==> src/rtl/sap1_pkg.sv <==
// Shared SAP-1 definitions: opcodes, one-hot T-state encodings, decoded
// instruction classes and the control-word layout with its idle value.
package sap1_pkg;

  localparam int unsigned OP_W = 4;
  localparam int unsigned T_W  = 6;

  localparam logic [OP_W-1:0] OP_LDA = 4'h0;
  localparam logic [OP_W-1:0] OP_ADD = 4'h1;
  localparam logic [OP_W-1:0] OP_SUB = 4'h2;
  localparam logic [OP_W-1:0] OP_OUT = 4'hE;
  localparam logic [OP_W-1:0] OP_HLT = 4'hF;

  // One-hot T-states, bit 0 = T1
  typedef enum logic [T_W-1:0] {
    ST_T1 = 6'b000001,
    ST_T2 = 6'b000010,
    ST_T3 = 6'b000100,
    ST_T4 = 6'b001000,
    ST_T5 = 6'b010000,
    ST_T6 = 6'b100000
  } t_state_e;

  typedef enum logic [2:0] {
    INS_LDA,
    INS_ADD,
    INS_SUB,
    INS_OUT,
    INS_HLT,
    INS_NOP
  } instr_e;

  // Control word; n_* fields are active-low, the rest active-high
  typedef struct packed {
    logic cp;
    logic ep;
    logic n_lm;
    logic n_ce;
    logic n_li;
    logic n_ei;
    logic n_la;
    logic n_lb;
    logic n_lo;
    logic ea;
    logic su;
    logic eu;
  } ctrl_word_t;

  localparam ctrl_word_t CW_IDLE = '{
    cp:   1'b0,
    ep:   1'b0,
    n_lm: 1'b1,
    n_ce: 1'b1,
    n_li: 1'b1,
    n_ei: 1'b1,
    n_la: 1'b1,
    n_lb: 1'b1,
    n_lo: 1'b1,
    ea:   1'b0,
    su:   1'b0,
    eu:   1'b0
  };

  // Map the opcode nibble to an instruction class; unknown codes are NOPs
  function automatic instr_e decode_op(input logic [OP_W-1:0] op);
    instr_e ins;
    case (op)
      OP_LDA:  ins = INS_LDA;
      OP_ADD:  ins = INS_ADD;
      OP_SUB:  ins = INS_SUB;
      OP_OUT:  ins = INS_OUT;
      OP_HLT:  ins = INS_HLT;
      default: ins = INS_NOP;
    endcase
    return ins;
  endfunction

endpackage

==> src/rtl/ring_counter.sv <==
// One-hot T-state ring, advancing on the falling clock edge.
// Ports:
//   clk       - system clock (state changes on falling edge)
//   clr       - synchronous active-high clear, forces T1
//   hold      - freeze the ring in its current state (halt)
//   end_early - end the machine cycle now: next state is T1
//   t         - current one-hot T-state
module ring_counter
  import sap1_pkg::*;
(
  input  logic     clk,
  input  logic     clr,
  input  logic     hold,
  input  logic     end_early,
  output t_state_e t
);

  t_state_e t_nxt;
  logic     legal;

  // State register
  always_ff @(negedge clk) begin
    if (clr) begin
      t <= ST_T1;
    end else begin
      t <= t_nxt;
    end
  end

  // Next state; any non-one-hot value recovers to T1 even while holding
  always_comb begin
    t_nxt = ST_T1;
    legal = 1'b1;
    case (t)
      ST_T1:   t_nxt = ST_T2;
      ST_T2:   t_nxt = ST_T3;
      ST_T3:   t_nxt = ST_T4;
      ST_T4:   t_nxt = ST_T5;
      ST_T5:   t_nxt = ST_T6;
      ST_T6:   t_nxt = ST_T1;
      default: legal = 1'b0;
    endcase
    if (legal) begin
      if (hold) begin
        t_nxt = t;
      end else if (end_early) begin
        t_nxt = ST_T1;
      end
    end
  end

endmodule

==> src/rtl/control_sequencer.sv <==
// SAP-1 control sequencer: T-state ring plus combinational control-word
// decode from (T, OPCODE), with a registered halt flag.
// Parameters:
//   SKIP_NOP - 1: end the machine cycle after the last non-idle T-state
// Ports:
//   CLK    - system clock, all state changes on the falling edge
//   CLR    - synchronous active-high reset (falling edge)
//   OPCODE - instruction-register upper nibble, valid T4..T6
//   T      - one-hot T-state, T[0]=T1 .. T[5]=T6
//   Cp, Ep, Ea, Su, Eu              - active-high controls
//   nLm, nCE, nLi, nEi, nLa, nLb, nLo - active-low controls
//   HLT    - registered halt flag
module control_sequencer
  import sap1_pkg::*;
#(
  parameter bit SKIP_NOP = 1'b0
) (
  input  logic            CLK,
  input  logic            CLR,
  input  logic [OP_W-1:0] OPCODE,
  output logic [T_W-1:0]  T,
  output logic            Cp,
  output logic            Ep,
  output logic            nLm,
  output logic            nCE,
  output logic            nLi,
  output logic            nEi,
  output logic            nLa,
  output logic            nLb,
  output logic            nLo,
  output logic            Ea,
  output logic            Su,
  output logic            Eu,
  output logic            HLT
);

  t_state_e   t_cur;
  instr_e     instr;
  logic       hlt_q;
  logic       halt_now;
  logic       end_early;
  ctrl_word_t cw;

  assign instr    = decode_op(OPCODE);
  assign halt_now = !hlt_q && (t_cur == ST_T4) && (instr == INS_HLT);

  ring_counter u_ring (
    .clk       (CLK),
    .clr       (CLR),
    .hold      (hlt_q | halt_now),
    .end_early (end_early),
    .t         (t_cur)
  );

  // Halt flag: set by HLT in T4, cleared only by CLR
  always_ff @(negedge CLK) begin
    if (CLR) begin
      hlt_q <= 1'b0;
    end else if (halt_now) begin
      hlt_q <= 1'b1;
    end
  end

  // Early end after the last non-idle step; ADD/SUB always use T6
  always_comb begin
    end_early = 1'b0;
    if (SKIP_NOP && !hlt_q) begin
      case (t_cur)
        ST_T4:   end_early = (instr == INS_OUT) || (instr == INS_NOP);
        ST_T5:   end_early = (instr == INS_LDA);
        default: end_early = 1'b0;
      endcase
    end
  end

  // Control-word decode; everything idle while halted
  always_comb begin
    cw = CW_IDLE;
    if (!hlt_q) begin
      case (t_cur)
        ST_T1: begin
          cw.ep   = 1'b1;
          cw.n_lm = 1'b0;
        end
        ST_T2: begin
          cw.cp = 1'b1;
        end
        ST_T3: begin
          cw.n_ce = 1'b0;
          cw.n_li = 1'b0;
        end
        ST_T4: begin
          case (instr)
            INS_LDA, INS_ADD, INS_SUB: begin
              cw.n_ei = 1'b0;
              cw.n_lm = 1'b0;
            end
            INS_OUT: begin
              cw.ea   = 1'b1;
              cw.n_lo = 1'b0;
            end
            default: ;
          endcase
        end
        ST_T5: begin
          case (instr)
            INS_LDA: begin
              cw.n_ce = 1'b0;
              cw.n_la = 1'b0;
            end
            INS_ADD, INS_SUB: begin
              cw.n_ce = 1'b0;
              cw.n_lb = 1'b0;
            end
            default: ;
          endcase
        end
        ST_T6: begin
          case (instr)
            INS_ADD, INS_SUB: begin
              cw.eu   = 1'b1;
              cw.n_la = 1'b0;
              cw.su   = (instr == INS_SUB);
            end
            default: ;
          endcase
        end
        default: ;
      endcase
    end
  end

  assign T   = t_cur;
  assign HLT = hlt_q;
  assign Cp  = cw.cp;
  assign Ep  = cw.ep;
  assign nLm = cw.n_lm;
  assign nCE = cw.n_ce;
  assign nLi = cw.n_li;
  assign nEi = cw.n_ei;
  assign nLa = cw.n_la;
  assign nLb = cw.n_lb;
  assign nLo = cw.n_lo;
  assign Ea  = cw.ea;
  assign Su  = cw.su;
  assign Eu  = cw.eu;

endmodule

==> config.mk <==
export PLATFORM = sky130hd
export DESIGN_NAME = control_sequencer
export DESIGN_NICKNAME = d
export VERILOG_FILES = /design/src/rtl/sap1_pkg.sv /design/src/rtl/ring_counter.sv /design/src/rtl/control_sequencer.sv
export SDC_FILE = /design/constraint.sdc
export NUM_CORES = 1
export LEC_CHECK = 0
export ABC_AREA = 1
export ABC_CLOCK_PERIOD_IN_PS = 2070
export CORE_AREA = 4 4 41 43
export CTS_BUF_LIST = sky130_fd_sc_hd__clkbuf_4 sky130_fd_sc_hd__clkbuf_8
export DETAILED_ROUTE_END_ITERATION = 10
export DIE_AREA = 0 0 45 47
export HOLD_SLACK_MARGIN = 0.05
export PLACE_DENSITY = 0.8
export SYNTH_ARGS = -nofsm -noshare
export SYNTH_HDL_FRONTEND = slang
export SYNTH_SLANG_ARGS = --single-unit
==> constraint.sdc <==
create_clock -name CLK -period 2.07 [get_ports CLK]
set_input_delay 0.5175 -clock CLK [delete_from_list [all_inputs] [get_ports CLK]]
set_output_delay 0.5175 -clock CLK [all_outputs]
set_load 0.05 [all_outputs]
==> results of run 1 <==
==> logic make-up after synthesis <==
group / count (synthesis) / share of synthesized area
AOI/OAI and AO/OA: 9 / 0.106
DFF: 7 / 0.253
buffers and inverters: 21 / 0.143
and+or+nand+nor: 54 / 0.498
==> through the flow <==
step,instance area (um2),instances,TNS (ns)
after global placement,1330,163,-13.52
after floorplan,699,91,-9.10
==> synthesized netlist by cell type <==
cell / count
nand2_4: 1
nor2_2: 2
nand3_1: 13
nand3_2: 2
o22ai_1: 2
nor2_4: 2
nor2_1: 17
a21oi_1: 5
inv_1: 16
nand2_1: 11
o21ai_1: 1
nor4_1: 1
dfxtp_1: 7
nand4_1: 3
o21ai_4: 1
nand2_2: 1
inv_2: 5
nor3b_1: 1
==> impl_metrics.ini, run 1 <==
[run_status]
status = aborted with a tool error
lastStage = 3_5_place_dp
error = [ERROR DPL-0038] Utilization greater than 100%, impossible to legalize

[logic_synthesis]
synth_area_per_cell_um2 = 6.08
netlist.area_leader.share = 0.253
ys_seq_area_frac = 0.253
yosysUniqueCellTypes = 18
synthTopCellsByArea = dfxtp_1 (25%), nand3_1 (12%), nor2_1 (12%)
yosysWarnings = 0
synth_top_area_cell = dfxtp_1
synthCells = 91
ys_ff_latch = 7
synth_fp_nets = 97
synth_area_um2 = 553

[placement]
routabilityCongestion = 0.847
portBuffers = 24

[floorplanning]
rows = 13
die_w_um = 45
start_util = 0.425
io_pins = 25
die_h_um = 47
==> inputs of run 2 (changes only) <==
Settings changed: CORE_AREA 4 4 41 43 to 4 4 65 67, CTS_BUF_LIST sky130_fd_sc_hd__clkbuf_4 sky130_fd_sc_hd__clkbuf_8 to unset, DIE_AREA 0 0 45 47 to 0 0 69 71, HOLD_SLACK_MARGIN 0.05 to unset, PLACE_DENSITY 0.8 to unset, PLACE_DENSITY_LB_ADDON set to 0.15.
==> impl_metrics.ini, run 2 <==
[run_status]
status = finished with violations
violations = setup timing

[logic_synthesis]
synth_area_per_cell_um2 = 6.08
async_reset_ff_frac = 0
yosysUniqueCellTypes = 18
yosysWarnings = 0
synth_area_um2 = 553
ys_seq_area_frac = 0.253
netlist.area_leader.share = 0.253
synthCells = 91
synthTopCellsByArea = dfxtp_1 (25%), nand3_1 (12%), nor2_1 (12%)
synth_fp_nets = 97
synth_ff_type = dfxtp_1
synth.most_common_cell = nor2_1
ys_ff_latch = 7
synth_edf_count = 0
ys_top_cells_by_count = nor2_1 (17), inv_1 (16), nand3_1 (13)
synth_top_area_cell = dfxtp_1

[worst_setup_path]
cp.buffers_inverters = 2
cp-start-kind = flip-flop
worst-r2r-cell-count = 12
regToRegSetupSlack_ns = 0.40
path_class = reg -> out
cpMaxStageDelayCell = dfxtp_4
end_kind = output pin
path_cells = nor2_4 -> nand3_2 -> buf_4 -> o22ai_4 -> buf_6
cp-endpoint = nLa
arrival_ns = 2.50
r2r-start = u_ring.t[0]$_SDFFE_NP1P_
cp_num_cells = 5
critical-path-top-delay-family = buffers and inverters
cp_max_fo = 5
max_stage_delay_ns = 0.34
regToRegEndpoint = u_ring.t[0]$_SDFFE_NP1P_
crit_start = u_ring.t[0]$_SDFFE_NP1P_
required_ns = 1.55

[clock_network]
clock_latency_ns = 0.30
htreeDepth = 1
cts_tree = done
cts_buffers = 3
clockRootBuffer = clkbuf_8
clk_pin_slew_ns = 0.03
cts.sinks = 7
hold_buffers = 0
cts_buffer_depth = 2

[floorplanning]
die_area_mm2 = 0.00490
rows = 22
die_h_um = 71
start_util = 0.152
die_w_um = 69
fp.coreArea_mm2 = 0.00363
io_pins = 25

[power]
p_comb_frac = 0.492
clkPwrFrac = 0.313
p_int_mw = 0.473
p_leak_nw = 0.762
power-per-cell-area_mw_per_mm2 = 469
ir_drop_mv = 0.288
p_sw_frac = 0.388
p_switching_mw = 0.300
power_frac_seq = 0.195

[routing]
drtPass1Iterations = 4
wl_mm = 2.31
via_per_inst = 4.02
route.detailed.drc = 0
drtAntennaViolNets = 0
route.vias.total = 885
drt_iter0_drc = 24
wl_per_cell_um = 10.5

[sta]
skew_ns = 0.00665
hold_slack_ns = 0.603
slew_headroom = 0.728
tightest_slew_ns = 0.404
hold_violations = 0
setup_viol = 26
slew_violations = 0
rsz0062_at_grt = true
postLayoutSetupSlackWorst_ns = -0.948

[global_route]
antenna_found_initial = 0
grt_max_degree = 9
grt.total_usage = 0.0980
met1_usage = 0.107
grt-ovfl-total = 0
grtUsageMet3 = 0.0440
grt_use_met2 = 0.173
grt_pass1_wl_mm = 3.96
gr-max-usage-layer = met2
grt_pass1_vias = 911

[worst_hold_path]
hold_path_class = reg -> reg

[layout]
antenna_cells = 0
final_cell_mix = buf_4 (36), inv_1 (18), buf_12 (15), buf_6 (14)
num-fill-cells = 368
synthToLayoutAreaGrowth_pct = 198
final_cells = 220
largest-register = u_ring.t
largest_register_ffs = 6
final_common_cell = buf_4
nets = 179
drive_gt1_frac = 0.692

[placement]
dp.cells = 198
portBuffers = 24
routabilityCongestion = 0.764
dp_slack_ns = -0.888
hpwl_mm = 1.77

[job]
drv_cap = 0
[run 2: cell type report]
cell class / instances / area, um2 / share of cell area
inverter: 20 / 83.8 / 0.0508
sequential: 7 / 166 / 0.101
clock buffer: 3 / 41.3 / 0.0250
timing repair buffer: 70 / 777 / 0.471
multi-input combinational: 64 / 490 / 0.297
clock inverter: 8 / 30.0 / 0.0182
tap: 48 / 60.1 / 0.0364
[run 2: kinds of logic (layout without fill, tap and decap cells)]
family | after synthesis | in the layout | synth area share
AND/OR/NAND/NOR | 54 | 54 | 0.498
AO/OA/AOI/OAI | 9 | 10 | 0.106
buffers and inverters | 21 | 101 | 0.143
flip-flops | 7 | 7 | 0.253
[run 2: per-layer routing]
| metal | vias to the layer above | share of wire | wire [um] |
|---|---|---|---|
| li1 | 456 | - | - |
| met1 | 417 | 0.43 | 998 |
| met2 | 12 | 0.53 | 1230 |
| met3 | 0 | 0.036 | 82 |
| met4 | 0 | 0 | 0 |
| met5 | - | 0 | 0 |
[run 2: per-stage QoR]
stage               total power, mW   util  TNS, ns  instance area (um2)
floorplan                     0.339      -    -9.10                  699
global placement              0.514  0.383   -14.31                 1390
detailed placement            0.516  0.383   -14.48                 1390
CTS                           0.763  0.429   -13.99                 1560
global route                  0.824  0.454   -15.54                 1650
finish                        0.773  0.454   -13.97                 1650
[run 2: worst min-delay path, cell delays in order (launching register included)]
cell and delay [ns]:
dfxtp_4 0.35, nor2_4 0.06, nand4_1 0.09, a21oi_1 0.06
[run 2: worst min-delay path by stage]
| stage | to | cells past startpoint | startpoint |
|---|---|---|---|
| 2_1_floorplan | u_ring.t[3]$_SDFFE_NP0P_ | 2 | u_ring.t[3]$_SDFFE_NP0P_ |
| 4_1_cts | u_ring.t[2]$_SDFFE_NP0P_ | 3 | u_ring.t[2]$_SDFFE_NP0P_ |
| 6_report | u_ring.t[2]$_SDFFE_NP0P_ | 3 | u_ring.t[2]$_SDFFE_NP0P_ |
| 3_5_place_dp | u_ring.t[3]$_SDFFE_NP0P_ | 2 | u_ring.t[3]$_SDFFE_NP0P_ |
| 3_3_place_gp | u_ring.t[3]$_SDFFE_NP0P_ | 2 | u_ring.t[3]$_SDFFE_NP0P_ |
| 5_1_grt | u_ring.t[1]$_SDFFE_NP0P_ | 3 | u_ring.t[1]$_SDFFE_NP0P_ |
[run 2: power by group through the flow]
stage | Sequential (mW) | Combinational, mW | Clock (mW)
after CTS | 0.151 | 0.360 | 0.251
after global placement | 0.152 | 0.338 | 0.0236
after global routing | 0.152 | 0.404 | 0.268
after floorplan | 0.184 | 0.132 | 0.0236
after detailed placement | 0.153 | 0.340 | 0.0236
final | 0.151 | 0.380 | 0.242
[run 2: repair_timing]
action,in CTS,in global routing
resized for setup,36,10
endpoints found under the setup margin,26,26
hold endpoints to repair,0,0
cloned,1,0
pin swaps,4,10
setup buffers,9,5
No activity file was read; power rests on OpenSTA's default activity.
==> inputs of run 3 (changes only) <==
Settings changed: CAP_MARGIN set to 15.
==> results of run 3 <==
The final DEF is identical to that of run 2; final timing and power are the same.
